## config.mk

```make
export PLATFORM = sky130hd
export DESIGN_NAME = xadc_drp_reader
export DESIGN_NICKNAME = d
export VERILOG_FILES = /design/src/rtl/xadc_drp_reader.sv
export SDC_FILE = /design/constraint.sdc
export NUM_CORES = 1
export LEC_CHECK = 0
export ABC_AREA = 0
export ABC_CLOCK_PERIOD_IN_PS = 2600
export BUFFER_PORTS_ARGS = -buffer_cell sky130_fd_sc_hd__buf_2
export CORE_ASPECT_RATIO = 0.9
export CORE_MARGIN = 2
export CORE_UTILIZATION = 50
export DETAILED_ROUTE_END_ITERATION = 12
export HOLD_SLACK_MARGIN = 0.12
export PLACE_DENSITY = 0.85
export SYNTH_ARGS = -nofsm -noshare
export SYNTH_HDL_FRONTEND = slang
export SYNTH_SLANG_ARGS = --single-unit
```

## constraint.sdc

```tcl
create_clock -name dclk_in -period 2.6 [get_ports dclk_in]
set_input_delay 0.26 -clock dclk_in [delete_from_list [all_inputs] [get_ports dclk_in]]
set_output_delay 0.26 -clock dclk_in [all_outputs]
set_load 0.03 [all_outputs]
```

## src/rtl/xadc_drp_reader.sv

```systemverilog
// rtl/xadc_drp_reader.sv - XADC DRP read sequencer; XADC_DRP_READER_TIMEOUT_EN adds a drdy watchdog
`timescale 1ns/1ps
module xadc_drp_reader #(
    parameter int                        NUM_CHANNELS  = 2,
    parameter logic [NUM_CHANNELS*7-1:0] CHANNEL_ADDRS = {7'h1C, 7'h14},
    parameter int                        DRDY_TIMEOUT  = 64,
    parameter int                        CH_W          = (NUM_CHANNELS > 1) ? $clog2(NUM_CHANNELS) : 1
) (
    input  logic            dclk_in,
    input  logic            reset_in,
    input  logic            eos_in,
    output logic [6:0]      daddr_out,
    output logic            den_out,
    output logic            dwe_out,
    output logic [15:0]     di_out,
    input  logic            drdy_in,
    input  logic [15:0]     do_in,
    output logic            sample_valid_out,
    input  logic            sample_ready_in,
    output logic [15:0]     sample_data_out,
    output logic [CH_W-1:0] sample_channel_out,
    output logic            sample_last_out,
    output logic            busy_out,
    output logic [7:0]      overrun_count_out,
    output logic            timeout_err_out
);

    typedef enum logic [1:0] {IDLE, ISSUE, WAIT_DRDY, PRESENT} state_t;

    localparam logic [CH_W-1:0] LAST_IDX = CH_W'(NUM_CHANNELS - 1);

    state_t          state;
    logic [CH_W-1:0] index;

    function automatic logic [6:0] addr_of(input logic [CH_W-1:0] i);
        return CHANNEL_ADDRS[7*i +: 7];
    endfunction

    assign dwe_out  = 1'b0;
    assign di_out   = 16'h0000;
    assign busy_out = (state != IDLE);

`ifdef XADC_DRP_READER_TIMEOUT_EN
    localparam int TO_W = $clog2(DRDY_TIMEOUT + 1);
    localparam logic [TO_W-1:0] TO_LAST = TO_W'(DRDY_TIMEOUT - 1);

    logic [TO_W-1:0] to_cnt;
`else
    assign timeout_err_out = 1'b0;
`endif

    always_ff @(posedge dclk_in) begin
        if (reset_in) begin
            state              <= IDLE;
            index              <= '0;
            daddr_out          <= 7'h00;
            den_out            <= 1'b0;
            sample_valid_out   <= 1'b0;
            sample_data_out    <= 16'h0000;
            sample_channel_out <= '0;
            sample_last_out    <= 1'b0;
            overrun_count_out  <= 8'h00;
`ifdef XADC_DRP_READER_TIMEOUT_EN
            to_cnt             <= '0;
            timeout_err_out    <= 1'b0;
`endif
        end else begin
            den_out <= 1'b0;
`ifdef XADC_DRP_READER_TIMEOUT_EN
            timeout_err_out <= 1'b0;
`endif
            // Includes the cycle in which the last handshake returns us to IDLE.
            if (eos_in && (state != IDLE) && (overrun_count_out != 8'hFF))
                overrun_count_out <= overrun_count_out + 8'd1;

            case (state)
                IDLE: begin
                    if (eos_in) begin
                        index     <= '0;
                        daddr_out <= addr_of('0);
                        den_out   <= 1'b1;
                        state     <= ISSUE;
                    end
                end
                ISSUE: begin
`ifdef XADC_DRP_READER_TIMEOUT_EN
                    to_cnt <= TO_W'(1);
`endif
                    state <= WAIT_DRDY;
                end
                WAIT_DRDY: begin
                    if (drdy_in) begin
                        sample_data_out    <= do_in;
                        sample_channel_out <= index;
                        sample_last_out    <= (index == LAST_IDX);
                        sample_valid_out   <= 1'b1;
                        state              <= PRESENT;
                    end
`ifdef XADC_DRP_READER_TIMEOUT_EN
                    // Abandon the rest of the frame; delivered samples stand.
                    else if (to_cnt >= TO_LAST) begin
                        timeout_err_out <= 1'b1;
                        index           <= '0;
                        state           <= IDLE;
                    end else begin
                        to_cnt <= to_cnt + TO_W'(1);
                    end
`endif
                end
                PRESENT: begin
                    if (sample_ready_in) begin
                        sample_valid_out <= 1'b0;
                        if (sample_last_out) begin
                            state <= IDLE;
                        end else begin
                            index     <= index + CH_W'(1);
                            daddr_out <= addr_of(index + CH_W'(1));
                            den_out   <= 1'b1;
                            state     <= ISSUE;
                        end
                    end
                end
                default: state <= IDLE;
            endcase
        end
    end

endmodule
```

==> flow_summary.toml, run 1 <==
[clocking]
cts.sinks = 31
hold_buffers = 0
htreeDepth = 2
cts_resized = 0
clock_tree.buffer_depth = 2
post_cts_buffers = 0
cts_tree = "yes"
cts_root_buffer = "clkbuf_4"
insertion_delay_ns = 0.34
clk_pin_slew_worst_paths_ns = 0.10
cts_made_buffers = 5

[detailed_routing]
wl_um = 3400
drc = 0
drt_iter0_markers = 65
viasPerCell = 5.04
vias = 1427
drtAntennaViolNets = 0
wl_per_cell_um = 12.0
firstDrtPassIters = 4

[timing]
setup_viol = 0
hold_violations = 0
rsz0062_at_grt = "no"
whs_ns = 0.139
finalCritPeriodShare_pct = 63.5
clock_skew_ns = 0.0138
fmax_mhz = 606
min_period_ns = 1.65
fin_tns_setup_ns = 0
max_slew_margin_pct = 58.0
slew_violations = 0
worst_slew_pin_slew_ns = 0.629

[logic_synthesis]
ys_types = 43
synth.avg_cell_area_um2 = 8.49
yosysWarnings = 0
netlist_instances = 193
yosysTopAreaCell = "dfxtp_1"
syn_area_um2 = 1640
synth.area.top_cells = "dfxtp_1 (38%), buf_4 (12%), nand2_1 (8.0%)"
synth-seq-area-share_pct = 37.9
ys_ff_latch = 31
netlist.area_leader.share_pct = 37.9

[cells_and_area]
multiInputGateArea_um2 = 837
layout-drive-gt1-share_pct = 27.8
regArea_um2 = 621
antenna_cells = 0
nNetsFinal = 267
filler_cell_count = 313
syn2layout_area_growth_pct = 15.0

[global_routing]
grt.total_usage_pct = 19.3
grt_pass1_wl_um = 5490
grt_max_degree = 36
grt-ovfl-total = 0
antenna_found_initial = 0
grt_pass1_vias = 1190

[floorplan]
core_um2 = 3090
die_x_um = 64.3
ioPinCount = 75
fp.dieArea_um2 = 3750
start_util_pct = 53.0
die_h_um = 58.3
rows = 19

[placement]
io_buffer_count = 52
hpwlAfterDp_um = 2330
gp_congestion = 0.754

[worst_setup_path]
crit_type = "reg2reg"
reg2regPathDepth = 5
r2r_slack_ns = 0.95
cp_data_arrival_time_ns = 1.85
critPathMaxFanout = 8
regToRegStartpoint = "state[1]$_SDFFE_PP0P_"
r2r-end = "overrun_count_out[7]$_SDFFE_PP0P_"
required_ns = 2.80
startpoint_type = "flip-flop"
cp-end-kind = "flip-flop"

[power]
switching_share_pct = 39.1
ir_worst_vdd_v = 0.000437
power_frac_clock_pct = 24.5
leakagePower_uw = 0.000865
internal_power_uw = 987
p_sw_uw = 635
seq_power_share_pct = 36.3
p_per_area_nw_per_um2 = 861
power_frac_comb_pct = 39.2

[min_path]
min_to = "sample_data_out[7]$_SDFFE_PP0P_"
hold_path_depth = 3
hold_path_class = "in2reg"
min-delay-start = "do_in[7]"

[run_status]
outcome = "finished, final reports clean"

[run]
drv_cap = 0
layer usage:
metal	up-vias	share of wire, %	track usage [%]
met5	-	0	0
met4	0	2.7	10.3
met3	10	6.4	5.74
met2	58	46	30.5
met1	646	45	24.0
li1	713	-	-
sequential cells by signal (all words and copies together) (netlist names):
register / cells
state: 2
den_out: 1
sample_last_out: 1
sample_data_out: 16
daddr_out: 2
overrun_count_out: 8
sample_valid_out: 1
power groups by stage:
stage,Clock (uW),Sequential (uW),Combinational [uW]
4_1_cts,403,590,635
3_3_place_gp,0,599,625
2_1_floorplan,0,700,429
3_5_place_dp,0,601,632
6_report,397,589,635
5_1_grt,436,602,690
critical path: stages, from the launching register on:
cell and delay (ns):
dfxtp_1 0.42, inv_1 0.10, ha_1 0.27, and4b_4 0.41, and4b_1 0.24, a211oi_2 0.07
per-stage QoR:
step / worst slack [ns] / util (%) / total power [uW] / area (um^2) / cells
after detailed placement: 1.00 / 58.1 / 1230 / 1800 / 275
after floorplan: 1.07 / - / 1130 / 1720 / 214
after CTS: 0.956 / 60.9 / 1630 / 1880 / 283
after global routing: 0.797 / 60.9 / 1730 / 1880 / 283
after global placement: 1.03 / 58.1 / 1220 / 1800 / 275
final: 0.949 / 60.9 / 1620 / 1880 / 283
cells by family after synthesis:
kind of cell	Yosys count	synth area share (%)
AO/OA/AOI/OAI	43	17.3
adder cells (fa/ha/maj)	6	4.58
AND/OR/NAND/NOR	69	22.3
flip-flops	31	37.9
multiplexers	3	1.91
other	1	0.229
buffers and inverters	40	15.8
cell usage in the layout, fill, tap and decap left out, types with 5 or more instances in the layout:
cell type / instances
buf_2: 52
nand2_1: 35
dfxtp_1: 31
a21oi_1: 24
conb_1: 22
inv_1: 7
nand2b_1: 7
ha_1: 6
clkbuf_4: 5
synth_stat cells (all sizes together):
cell,count
a211oi,3
a21boi,1
a21oi,25
a221oi,1
a22oi,1
a311oi,1
a31o,1
a31oi,1
a41oi,2
and2,3
and3,2
and4,2
and4b,3
buf,33
conb,1
dfxtp,31
ha,6
inv,7
mux2,1
mux2i,2
nand2,35
nand2b,8
nand3,1
nand3b,1
nand4,3
nor2,2
nor2b,3
nor3,3
nor3b,1
o2111a,1
o2111ai,1
o211a,1
o211ai,1
o21ai,2
o32ai,1
or2,1
or3,1
final cells by class:
cell class	instances	area share (%)
multi-input combinational	143	44.5
sequential	31	33.0
timing repair buffer	52	13.8
tap	42	2.79
clock buffer	6	2.72
clock inverter	2	1.86
inverter	7	1.40
worst max path at each step:
stage                                         to  slack [ns]                         startpoint
6_report       overrun_count_out[7]$_SDFFE_PP0P_        0.95              state[1]$_SDFFE_PP0P_
3_3_place_gp    sample_data_out[10]$_SDFFE_PP0P_        1.03              state[0]$_SDFFE_PP0P_
3_5_place_dp    sample_data_out[11]$_SDFFE_PP0P_        1.00              state[0]$_SDFFE_PP0P_
5_1_grt         sample_data_out[11]$_SDFFE_PP0P_        0.80              state[0]$_SDFFE_PP0P_
4_1_cts                                 busy_out        0.96              state[1]$_SDFFE_PP0P_
2_1_floorplan  overrun_count_out[0]$_SDFFE_PP0P_        1.07  overrun_count_out[0]$_SDFFE_PP0P_
Note: power is estimated with default switching activity, not from simulation.
==> inputs of run 2 (changes only) <==
--- a/config.mk
+++ b/config.mk
@@ -6,14 +6,14 @@
 export NUM_CORES = 1
 export LEC_CHECK = 0
 export ABC_AREA = 0
-export ABC_CLOCK_PERIOD_IN_PS = 2600
+export ABC_CLOCK_PERIOD_IN_PS = 1500
 export BUFFER_PORTS_ARGS = -buffer_cell sky130_fd_sc_hd__buf_2
 export CORE_ASPECT_RATIO = 0.9
 export CORE_MARGIN = 2
-export CORE_UTILIZATION = 50
+export CORE_UTILIZATION = 42
 export DETAILED_ROUTE_END_ITERATION = 12
 export HOLD_SLACK_MARGIN = 0.12
-export PLACE_DENSITY = 0.85
+export PLACE_DENSITY = 0.76
 export SYNTH_ARGS = -nofsm -noshare
 export SYNTH_HDL_FRONTEND = slang
 export SYNTH_SLANG_ARGS = --single-unit
==> constraint.sdc (replaced) <==
create_clock -name dclk_in -period 1.5 [get_ports dclk_in]
set_input_delay 0.15 -clock dclk_in [delete_from_list [all_inputs] [get_ports dclk_in]]
set_output_delay 0.15 -clock dclk_in [all_outputs]
set_load 0.03 [all_outputs]
==> flow_summary.toml, run 2 (synthesized netlist as in run 1, its figures left out) <==
[worst_setup_path]
crit_slowest_cell = "dfxtp_2"
regToRegStartpoint = "overrun_count_out[0]$_SDFFE_PP0P_"
path_delay_family = "flip-flops"
path_cells = "ha_1, and4_1, a21oi_2, mux2_1"
r2r-end = "overrun_count_out[0]$_SDFFE_PP0P_"
crit_type = "reg2reg"
cp.depth = 4
crit_end = "overrun_count_out[0]$_SDFFE_PP0P_"
reg2regPathDepth = 4
cp_data_arrival_time_ns = 1.57
path_buf_inv = 0
startpoint = "overrun_count_out[0]$_SDFFE_PP0P_"
critPathMaxFanout = 5
critPathMaxStageDelay_ns = 0.34
cp-end-kind = "flip-flop"
required_ns = 1.66
startpoint_type = "flip-flop"
r2r_slack_ns = 0.08

[global_routing]
grt_pass1_wl_um = 6220
grt_max_degree = 18
grt-ovfl-total = 0
antenna_found_initial = 0
grt_pass1_vias = 1382
grt.total_usage_pct = 17.4

[floorplan]
fp.dieArea_um2 = 4420
rows = 21
die_x_um = 69.8
die_h_um = 63.2
start_util_pct = 43.9
core_um2 = 3730
ioPinCount = 75

[run_status]
outcome = "finished, final reports clean"

[cells_and_area]
final_cell_mix = "buf_2 (52), nand2_1 (35), dfxtp_1 (29)"
stdcell_area_um2 = 2130
final_cell_count_no_fill = 311
top_regs = "sample_data_out (16), overrun_count_out (8)"
final_common_cell = "buf_2"
nNetsFinal = 292
largest_reg_flops = 16
regMostFlops = "sample_data_out"
antenna_cells = 0
syn2layout_area_growth_pct = 30.3
filler_cell_count = 376
layout-drive-gt1-share_pct = 30.6

[timing]
min_period_ns = 1.42
fmax_mhz = 707
finalCritPeriodShare_pct = 94.4
slew_violations = 0
setup_viol = 0
rsz0062_at_grt = "no"
clock_skew_ns = 0.00446
fin_tns_setup_ns = 0
hold_violations = 0

[detailed_routing]
vias = 1477
wl_um = 3680
firstDrtPassIters = 4
drc = 0
drtAntennaViolNets = 0
drt_iter0_markers = 57
wl_per_cell_um = 11.8
viasPerCell = 4.75

[power]
ir_worst_vdd_v = 0.000672
p_per_area_nw_per_um2 = 1360
leakagePower_uw = 0.000981

[clocking]
clk_pin_slew_worst_paths_ns = 0.06
insertion_delay_ns = 0.27
cts_tree = "yes"
cts_root_buffer = "clkbuf_8"
htreeDepth = 2
cts_made_buffers = 5
cts.sinks = 31
post_cts_buffers = 0
clock_tree.buffer_depth = 2

[placement]
io_buffer_count = 52
placedInstanceArea_um2 = 1890
dp.cells = 289
hpwlAfterDp_um = 2440
gp_congestion = 0.782

[min_path]
hold_path_class = "in2reg"

[run]
drv_cap = 0
## run 2: changes by cell type in the layout (fill, tap and decap cells not counted), sizes merged
cell,previous run,this run
buf,52,62
dlygate4sd3,0,15
bufinv,1,0
## run 2: area by class of cell
class / count / area [um^2] / share of cell area, %
Multi-Input combinational cell: 143 / 842 / 39.4
Sequential cell: 31 / 623 / 29.2
Timing Repair Buffer: 77 / 498 / 23.3
Clock buffer: 6 / 82.6 / 3.87
Tap cell: 46 / 57.6 / 2.70
Inverter: 7 / 26.3 / 1.23
Clock inverter: 1 / 5.00 / 0.234
## run 2: through the flow
step	setup WS (ns)	utilization (%)	total power (uW)	hold WS, ns
final	0.0847	57.2	2890	0.142
after global routing	0.00145	57.2	3100	0.149
after CTS	0.0163	57.1	2910	0.137
after detailed placement	0.0476	50.7	2230	0.397
after global placement	0.0900	50.7	2210	0.390
after floorplan	0.0501	-	1960	0.286
## run 2: worst min-delay path by stage
stage / start / end / cells after the start
3_5_place_dp: do_in[2] / sample_data_out[2]$_SDFFE_PP0P_ / 3
2_1_floorplan: do_in[0] / sample_data_out[0]$_SDFFE_PP0P_ / 2
5_1_grt: do_in[8] / sample_data_out[8]$_SDFFE_PP0P_ / 3
3_3_place_gp: do_in[12] / sample_data_out[12]$_SDFFE_PP0P_ / 3
4_1_cts: do_in[8] / sample_data_out[8]$_SDFFE_PP0P_ / 3
6_report: do_in[8] / sample_data_out[8]$_SDFFE_PP0P_ / 3
## run 2: worst register-to-register path: cells and delay by family, from the launching register on
kind                       cells  cell delay (ns)
muxes                          1             0.33
AOI/OAI and AO/OA              1             0.19
DFF                            1             0.34
and+or+nand+nor                1             0.24
adders and majority gates      1             0.21
## run 2: repair_timing
item | 4_1_cts | 5_1_grt
resized for setup | 0 | 3
endpoints found under the hold margin | 15 | 0
hold buffers | 15 | 0
endpoints found under the setup margin | 0 | 7
## run 2: routing by layer
metal	wire [um]	global-route usage, %	part of all wire [%]	vias to the layer above
li1	-	-	-	760
met1	1610	20.8	44	669
met2	1840	30.5	50	46
met3	211	5.12	5.7	2
met4	15	4.09	0.41	0
met5	0	0	0	-
## run 2: where the power goes
group          total [uW]  switching (uW)  internal (uW)
sequential           1010            64.6            946
clock                 646             287            359
combinational        1240             752            483
